<file path="src/rtl/cpu_multicycle_if.sv">
// Shared memory port of cpu_multicycle: one req/ready channel used for both
// instruction fetch and data access.
interface cpu_multicycle_if #(
  parameter int WIDTH = 32
);
  logic [WIDTH-1:0] data;
  logic [WIDTH-1:0] datao;
  logic [WIDTH-1:0] address;
  logic             rw;
  logic             mem_req;
  logic             mem_ready;

  modport master (input data, mem_ready, output datao, address, rw, mem_req);
  modport slave  (output data, mem_ready, input datao, address, rw, mem_req);
endinterface

</file>
<file path="src/rtl/cpu_multicycle.sv">
// Multicycle CPU core: FETCH/DECODE/EXEC/MEM/WB/HALT sequencer over a single
// shared memory port with wait-state support.
module cpu_multicycle #(
  parameter int               WIDTH    = 32,
  parameter int               NREGS    = 8,
  parameter logic [WIDTH-1:0] RESET_PC = '0
) (
  input  logic             clock,
  input  logic             reset,
  cpu_multicycle_if.master bus,
  output logic             halted,
  output logic             illegal
);
  localparam int RW = $clog2(NREGS);

  localparam logic [6:0] OP_ADD  = 7'd1;
  localparam logic [6:0] OP_SUB  = 7'd2;
  localparam logic [6:0] OP_AND  = 7'd3;
  localparam logic [6:0] OP_OR   = 7'd4;
  localparam logic [6:0] OP_XOR  = 7'd5;
  localparam logic [6:0] OP_LDI  = 7'd6;
  localparam logic [6:0] OP_ST   = 7'd7;
  localparam logic [6:0] OP_LD   = 7'd8;
  localparam logic [6:0] OP_JMP  = 7'd9;
  localparam logic [6:0] OP_BZ   = 7'd10;
  localparam logic [6:0] OP_HALT = 7'd11;

  typedef enum logic [2:0] {
    S_FETCH, S_DECODE, S_EXEC, S_MEM, S_WB, S_HALT
  } state_t;

  state_t state, state_n;

  logic [WIDTH-1:0]        pc;
  logic [WIDTH-1:0]        op_a;
  logic [WIDTH-1:0]        op_b;
  logic [WIDTH-1:0]        result;
  logic [31:0]             instr;
  logic                    z;
  logic [WIDTH-1:0]        regs [NREGS];

  logic [6:0]              opcode;
  logic [RW-1:0]           rd;
  logic [RW-1:0]           ra;
  logic [RW-1:0]           rb;
  logic [15:0]             imm16;
  logic signed [WIDTH-1:0] imm_sx;
  logic [WIDTH-1:0]        alu_y;
  logic                    is_alu;
  logic                    is_st;
  logic                    unused_instr;

  // Register indices use only the low log2(NREGS) bits of each 4-bit field.
  assign opcode       = instr[6:0];
  assign rd           = instr[7 +: RW];
  assign ra           = instr[11 +: RW];
  assign rb           = instr[16 +: RW];
  assign imm16        = instr[31:16];
  assign imm_sx       = {{(WIDTH-16){imm16[15]}}, imm16};
  assign is_alu       = (opcode >= OP_ADD) && (opcode <= OP_XOR);
  assign is_st        = (opcode == OP_ST);
  assign unused_instr = ^instr;

  function automatic logic [WIDTH-1:0] alu(input logic [6:0] op,
                                           input logic [WIDTH-1:0] a,
                                           input logic [WIDTH-1:0] b);
    case (op)
      OP_ADD:  alu = a + b;
      OP_SUB:  alu = a - b;
      OP_AND:  alu = a & b;
      OP_OR:   alu = a | b;
      default: alu = a ^ b;
    endcase
  endfunction

  assign alu_y = alu(opcode, op_a, op_b);

  always_ff @(posedge clock or posedge reset) begin
    if (reset) state <= S_FETCH;
    else       state <= state_n;
  end

  always_comb begin
    state_n     = state;
    bus.mem_req = 1'b0;
    bus.rw      = 1'b0;
    bus.address = pc;
    bus.datao   = '0;
    halted      = 1'b0;
    illegal     = 1'b0;
    case (state)
      S_FETCH: begin
        bus.mem_req = 1'b1;
        if (bus.mem_ready) state_n = S_DECODE;
      end
      S_DECODE: state_n = S_EXEC;
      S_EXEC: begin
        if (is_alu || opcode == OP_LDI)      state_n = S_WB;
        else if (opcode == OP_LD || is_st)   state_n = S_MEM;
        else if (opcode == OP_HALT)          state_n = S_HALT;
        else begin
          state_n = S_FETCH;
          illegal = (opcode > OP_HALT);
        end
      end
      S_MEM: begin
        bus.mem_req = 1'b1;
        bus.address = op_a;
        bus.rw      = is_st;
        bus.datao   = op_b;
        if (bus.mem_ready) state_n = is_st ? S_FETCH : S_WB;
      end
      S_WB:    state_n = S_FETCH;
      S_HALT:  halted  = 1'b1;
      default: state_n = S_FETCH;
    endcase
    // A transaction in flight is abandoned the moment reset rises.
    if (reset) bus.mem_req = 1'b0;
  end

  always_ff @(posedge clock or posedge reset) begin
    if (reset) begin
      pc     <= RESET_PC;
      instr  <= '0;
      op_a   <= '0;
      op_b   <= '0;
      result <= '0;
      z      <= 1'b0;
      for (int i = 0; i < NREGS; i++) regs[i] <= '0;
    end else begin
      case (state)
        S_FETCH: begin
          if (bus.mem_ready) begin
            instr <= bus.data[31:0];
            pc    <= pc + WIDTH'(1);
          end
        end
        S_DECODE: begin
          op_a <= regs[ra];
          op_b <= regs[rb];
        end
        S_EXEC: begin
          if (is_alu) begin
            result <= alu_y;
            z      <= (alu_y == '0);
          end else if (opcode == OP_LDI) begin
            result <= {{(WIDTH-16){1'b0}}, imm16};
          end else if (opcode == OP_JMP) begin
            pc <= op_a;
          end else if (opcode == OP_BZ && z) begin
            pc <= pc + $unsigned(imm_sx);
          end
        end
        S_MEM: begin
          if (bus.mem_ready && !is_st) result <= bus.data;
        end
        S_WB:    regs[rd] <= result;
        default: ;
      endcase
    end
  end
endmodule
</file>
<file path="src/flat_wrapper.sv">
// flat-port wrapper written by rule: the top's interface ports become plain ports
module cpu_multicycle_flat 
#(
  parameter int               WIDTH    = 32,
  parameter int               NREGS    = 8,
  parameter logic [WIDTH-1:0] RESET_PC = '0
)
  (clock, reset, halted, illegal, bus_data, bus_mem_ready, bus_datao, bus_address, bus_rw, bus_mem_req);
  cpu_multicycle_if #(.WIDTH(WIDTH)) bus_i ();
  input  logic clock;
  input  logic reset;
  output logic halted;
  output logic illegal;
  input wire logic [$bits(bus_i.data)-1:0] bus_data;
  input wire logic [$bits(bus_i.mem_ready)-1:0] bus_mem_ready;
  output wire logic [$bits(bus_i.datao)-1:0] bus_datao;
  output wire logic [$bits(bus_i.address)-1:0] bus_address;
  output wire logic [$bits(bus_i.rw)-1:0] bus_rw;
  output wire logic [$bits(bus_i.mem_req)-1:0] bus_mem_req;
  assign bus_i.data = bus_data;
  assign bus_i.mem_ready = bus_mem_ready;
  assign bus_datao = bus_i.datao;
  assign bus_address = bus_i.address;
  assign bus_rw = bus_i.rw;
  assign bus_mem_req = bus_i.mem_req;
  cpu_multicycle #(.WIDTH(WIDTH), .NREGS(NREGS), .RESET_PC(RESET_PC)) u_core (.clock(clock), .reset(reset), .bus(bus_i), .halted(halted), .illegal(illegal));
endmodule
</file>
<file path="config.mk">
export PLATFORM = sky130hd
export DESIGN_NAME = cpu_multicycle_flat
export DESIGN_NICKNAME = d
export VERILOG_FILES = /design/src/rtl/cpu_multicycle_if.sv /design/src/rtl/cpu_multicycle.sv /design/src/flat_wrapper.sv
export SDC_FILE = /design/constraint.sdc
export NUM_CORES = 1
export LEC_CHECK = 0
export ABC_CLOCK_PERIOD_IN_PS = 33600
export CORE_AREA = 2 2 225 227
export CTS_BUF_LIST = sky130_fd_sc_hd__clkbuf_16
export DETAILED_ROUTE_END_ITERATION = 8
export DIE_AREA = 0 0 227 229
export GPL_TIMING_DRIVEN = 0
export PLACE_DENSITY = 0.83
export SLEW_MARGIN = 10
export SYNTH_ARGS = -nofsm -noshare
export SYNTH_HDL_FRONTEND = slang
export SYNTH_SLANG_ARGS = --single-unit
</file>
<file path="constraint.sdc">
create_clock -name clock -period 33.6 [get_ports clock]
set_input_delay 6.72 -clock clock [delete_from_list [all_inputs] [get_ports clock]]
set_output_delay 6.72 -clock clock [all_outputs]
set_load 0.02 [all_outputs]
</file>
### Yosys cells after proc, flatten, opt, wreduce, memory -nomap -nowiden

Index checks and enable logic that the tools add are counted.

| word-level totals | value |
|---|---|
| flip-flop bits (word level) | 420 |
| word-level logic and storage cells | 109 |
| input bits | 35 |
| output and inout port bits | 68 |

| operators by class | value |
|---|---|
| add/subtract/negate cells | 4 |
| equality and inequality tests | 22 |
| reduce and logical (&&, ||, !) cells | 17 |
| muxes and demuxes | 37 |
| bitwise logic cells | 7 |
| order comparisons | 7 |

Operator list:

| cell | number |
|---|---|
| $mux 32 | 15 |
| $bwmux 256 | 1 |
| $bmux 32 s3 | 2 |
| $pmux 32 s2 | 2 |
| $pmux 32 s4 | 1 |
| $demux 32 s3 | 1 |
| $add 32x32->32 | 2 |
| $add 32x1->32 const B | 1 |
| $and 32x32->32 | 1 |
| $logic_not 32->1 | 1 |
| $or 32x32->32 | 1 |
| $sub 32x32->32 | 1 |
| $xor 32x32->32 | 1 |
| $eq 7x4->1 const B | 4 |
| $eq 7x3->1 const B | 3 |
| $mux 3 | 6 |
| $pmux 3 s5 | 1 |
| $eq 7x2->1 const B | 2 |
| $ge 4x4->1 const B | 3 |
| $not 3->4 | 3 |
| $mux 1 | 8 |
| $ne 2x2->1 const B | 4 |
| $eq 7x1->1 const B | 1 |
| $ge 7x1->1 const B | 1 |
| 18 further kinds | 28 |

### Depth between registers and ports, before layout

| depth | value |
|---|---|
| depth in word-level cells | 7 |
| depth in mapped cells | 22 |
| mapped depth without buffers | 20 |

### Least setup slack after synthesis

OpenSTA, ideal clock, no wires.

| timing path | value |
|---|---|
| path kind | input to output |
| start point | input port reset |
| end point | output port bus_mem_req |
| cell stages on the path | 1 |
| path buffers | 0 |
| setup slack | 19.675 ns |
| data arrival time | 7.205 ns |
| required time | 26.880 ns |
| cells stage by stage | nor3_1 |

| on the way | value |
|---|---|
| longest elaborated chain between the ends | 1 |

RTL lines:

| element | RTL line | source |
|---|---|---|
| start: declaration | flat_wrapper.sv:11 | `input logic reset;` |
| $mux 1 | cpu_multicycle.sv:118 | `if (reset) bus.mem_req = 1'b0;` |
| end: declaration | flat_wrapper.sv:19 | `output wire logic [$bits(bus_i.mem_req)-1:0] bus_mem_req;` |

Every way passes these cells.

### Worst setup path after layout

Ends and elaborated chain as after synthesis.

==> impl_metrics.yaml <==
run_status:
  status: "complete, no violations"
die:
  die_area_um2: 52000
  pin_count: 103
  rows: 82
  die_h_um: 229
  initial_core_util_pct: 54.4
  core-area_um2: 49700
  dieWidth_um: 227
yosys:
  ys_top_cells_by_area: "dfrtp_1, mux4_2, mux2_2"
  synth_cell_types: 81
  avgSynthCellArea_um2: 10.2
  synth_top_area_share_pct: 38.6
  synth_compound_area_share_pct: 14.1
  synth_common_cells: "dfrtp_1, nand2_1, mux2_2"
  synth_top_family_by_area: "multiplexers"
  ys_warn_count: 0
  synthAdderAreaFrac_pct: 6.07
  yosysMostFrequentCell: "dfrtp_1"
  synthSimpleGateAreaFrac_pct: 11.1
  synth_xor_area_share_pct: 2.46
  synth_seq_area_share_pct: 38.6
  postSynth.asyncResetShare_pct: 100
  synthCells: 2644
  muxShareOfSynthArea_pct: 23.9
  synth-edff-count: 0
  ys_ff_latch: 417
  synthFlopType: "dfrtp_1"
  syn_area_um2: 27000
  yosys.area.top_type: "dfrtp_1"
  syn-num-nets: 2809
drt:
  firstDrtPassIters: 6
  drt-initial-drc-count: 3048
  ant_nets: 0
  wl_per_cell_um: 27.7
  vias: 23300
  wl_um: 97000
  remaining_drc_errors: 0
  routed_via_density: 6.67
cells_and_area:
  nets: 2959
  regArea_um2: 10400
  syn_to_final_growth_pct: 12.4
  drive_above_1_share_pct: 16.7
  multi_input_area_um2: 15600
  nFillCells: 4029
  antenna_cells: 0
  postLayoutCellArea_um2: 30400
power_and_ir_drop:
  intPower_mw: 1.76
  power_density_nw_per_um2: 113
  leakagePower_nw: 13.6
  power_switching_mw: 1.69
  sequentialPowerShare_pct: 28.0
  power_frac_comb_pct: 57.9
  ir_worst_vdd_uv: 50.3
  clockPowerShare_pct: 14.1
  sw_frac_of_total_pct: 49.0
worst_setup_path:
  r2r_end: "u_core.z"
  worstPathRequired_ns: 26.88
  endpoint: "bus_mem_req"
  worst-setup-path-type: "input pin to output port"
  arrival_ns: 8.29
  reg2reg_depth: 22
  cp-start-kind: "input pin"
  crit_fanout: 2
  crit_start: "reset"
  rrSetupSlack_ns: 26.55
  end_kind: "output port"
  timing.rr.start: "u_core.instr[3]"
sta:
  slew_violations: 0
  rsz0062_at_grt: "no"
  skew_ns: 0.0181
  setup_viol: 0
  hold_viol_final: 0
  fin_crit_sh_pct: 44.7
  relSlewSlack_pct: 25.8
  tightest_slew_ns: 1.10
  max_freq_mhz: 66.6
  final.setup.tns_ns: 0
  fin_crit_ns: 15.01
cts:
  postCtsSetupBuffers: 0
  cts_root_buf: "clkbuf_16"
  cts_buffer_depth: 3
  cts.sink_count: 417
  cts_resized: 0
  htree_levels: 2
  tritoncts: "done"
  cts_hold_buf: 0
  clk_pin_slew_ns: 0.07
  clk_latency_ns: 0.59
  numCtsBuffers: 43
global_routing:
  antenna_found_initial: 1
  grt-ovfl-total: 0
  grt_max_degree: 134
  grt_usage_pct: 37.8
  grt_pass1_vias: 23500
  grt_pass1_wl_um: 146000
placed_design:
  port_buffers: 102
  hpwl_um: 72600
  post_dp_cell_area_um2: 29000
  gp_congestion: 1.00
flow_run:
  maxCapViolCount: 0
min_path:
  min_path_type: "register to register"
[flip-flops by register name, indices dropped and copies added, names as in the netlist]
| register | flops |
|---|---|
| u_core.op_b | 32 |
| u_core.state | 3 |
| u_core.op_a | 32 |
| u_core.regs | 256 |
| u_core.instr | 29 |
| u_core.result | 32 |
| u_core.pc | 32 |
| u_core.z | 1 |
[through the flow]
stage	total power, mW	std cells	utilization (%)	setup slack (ns)	hold slack, ns
after floorplan	2.22	2644	-	15.27	0.437
after global placement	2.82	3418	58.2	11.18	0.471
after detailed placement	2.88	3421	58.4	18.65	0.481
after CTS	3.39	3501	61.2	18.64	0.499
after global routing	3.65	3501	61.2	18.59	0.529
final	3.45	3501	61.2	18.59	0.501
[area by class of cell]
| type | instances | area share (%) |
|---|---|---|
| Clock buffer | 44 | 3.62 |
| Timing Repair Buffer | 105 | 3.63 |
| Sequential cell | 417 | 34.3 |
| Clock inverter | 36 | 0.988 |
| Inverter | 98 | 1.24 |
| Tap cell | 672 | 2.77 |
| Buffer | 166 | 2.12 |
| Multi-Input combinational cell | 1963 | 51.3 |
[cell families after synthesis]
group,count (synthesis)
muxes,454
and+or+nand+nor,676
adders and majority gates,130
DFF,417
buffers and inverters,264
AOI/OAI and AO/OA,627
xor gates and xnor gates,76
[layout by cell type (no fill, tap or decap), types with 10 or more instances in the layout]
cell               n
clkinv_1          10
o21a_1            15
and3_1            16
dfrtp_1          417
buf_1             41
nor4_1            10
a31oi_1           26
a21o_1            26
a22oi_1           17
inv_1            107
o21ai_0          197
or3_1             13
nor3_1            29
clkbuf_1         117
nor2b_1           15
a21oi_1          191
mux2i_1           73
xor2_1            25
nand2_1          283
nand4_1           14
clkdlybuf4s50_1  102
o21bai_1          11
a211oi_1          22
o211ai_1          11
a221oi_1          17
xnor2_1           51
mux2_2           253
nor2_1           215
ha_1             128
o22ai_1           21
nand3_1           35
mux4_2           128
clkbuf_16         44
o31ai_1           11
[power groups by stage]
stage | Clock, mW | Combinational [mW] | Sequential, mW
global route | 0.509 | 2.16 | 0.980
finish | 0.488 | 2.00 | 0.965
global placement | 0 | 1.90 | 0.924
CTS | 0.489 | 1.95 | 0.946
floorplan | 0 | 1.39 | 0.829
detailed placement | 0 | 1.93 | 0.948
[worst max-delay path: stages]
cell,delay [ns]
clkdlybuf4s50_1,0.54
nor3_1,0.35
clkdlybuf4s50_1,0.67
[worst min path at each step]
stage	from	to	cells past startpoint
3_3_place_gp	u_core.z	u_core.z	2
5_1_grt	u_core.z	u_core.z	2
3_5_place_dp	u_core.z	u_core.z	2
6_report	u_core.z	u_core.z	2
4_1_cts	u_core.z	u_core.z	2
2_1_floorplan	u_core.z	u_core.z	2
[metal layers]
metal / routed length [um] / up-vias / GRT usage [%]
li1: - / 9998 / -
met1: 38600 / 11700 / 51.2
met2: 45700 / 1332 / 60.8
met3: 8370 / 268 / 6.38
met4: 4350 / 2 / 15.5
met5: 13 / - / 0
Power figures use the tool's default switching activity.
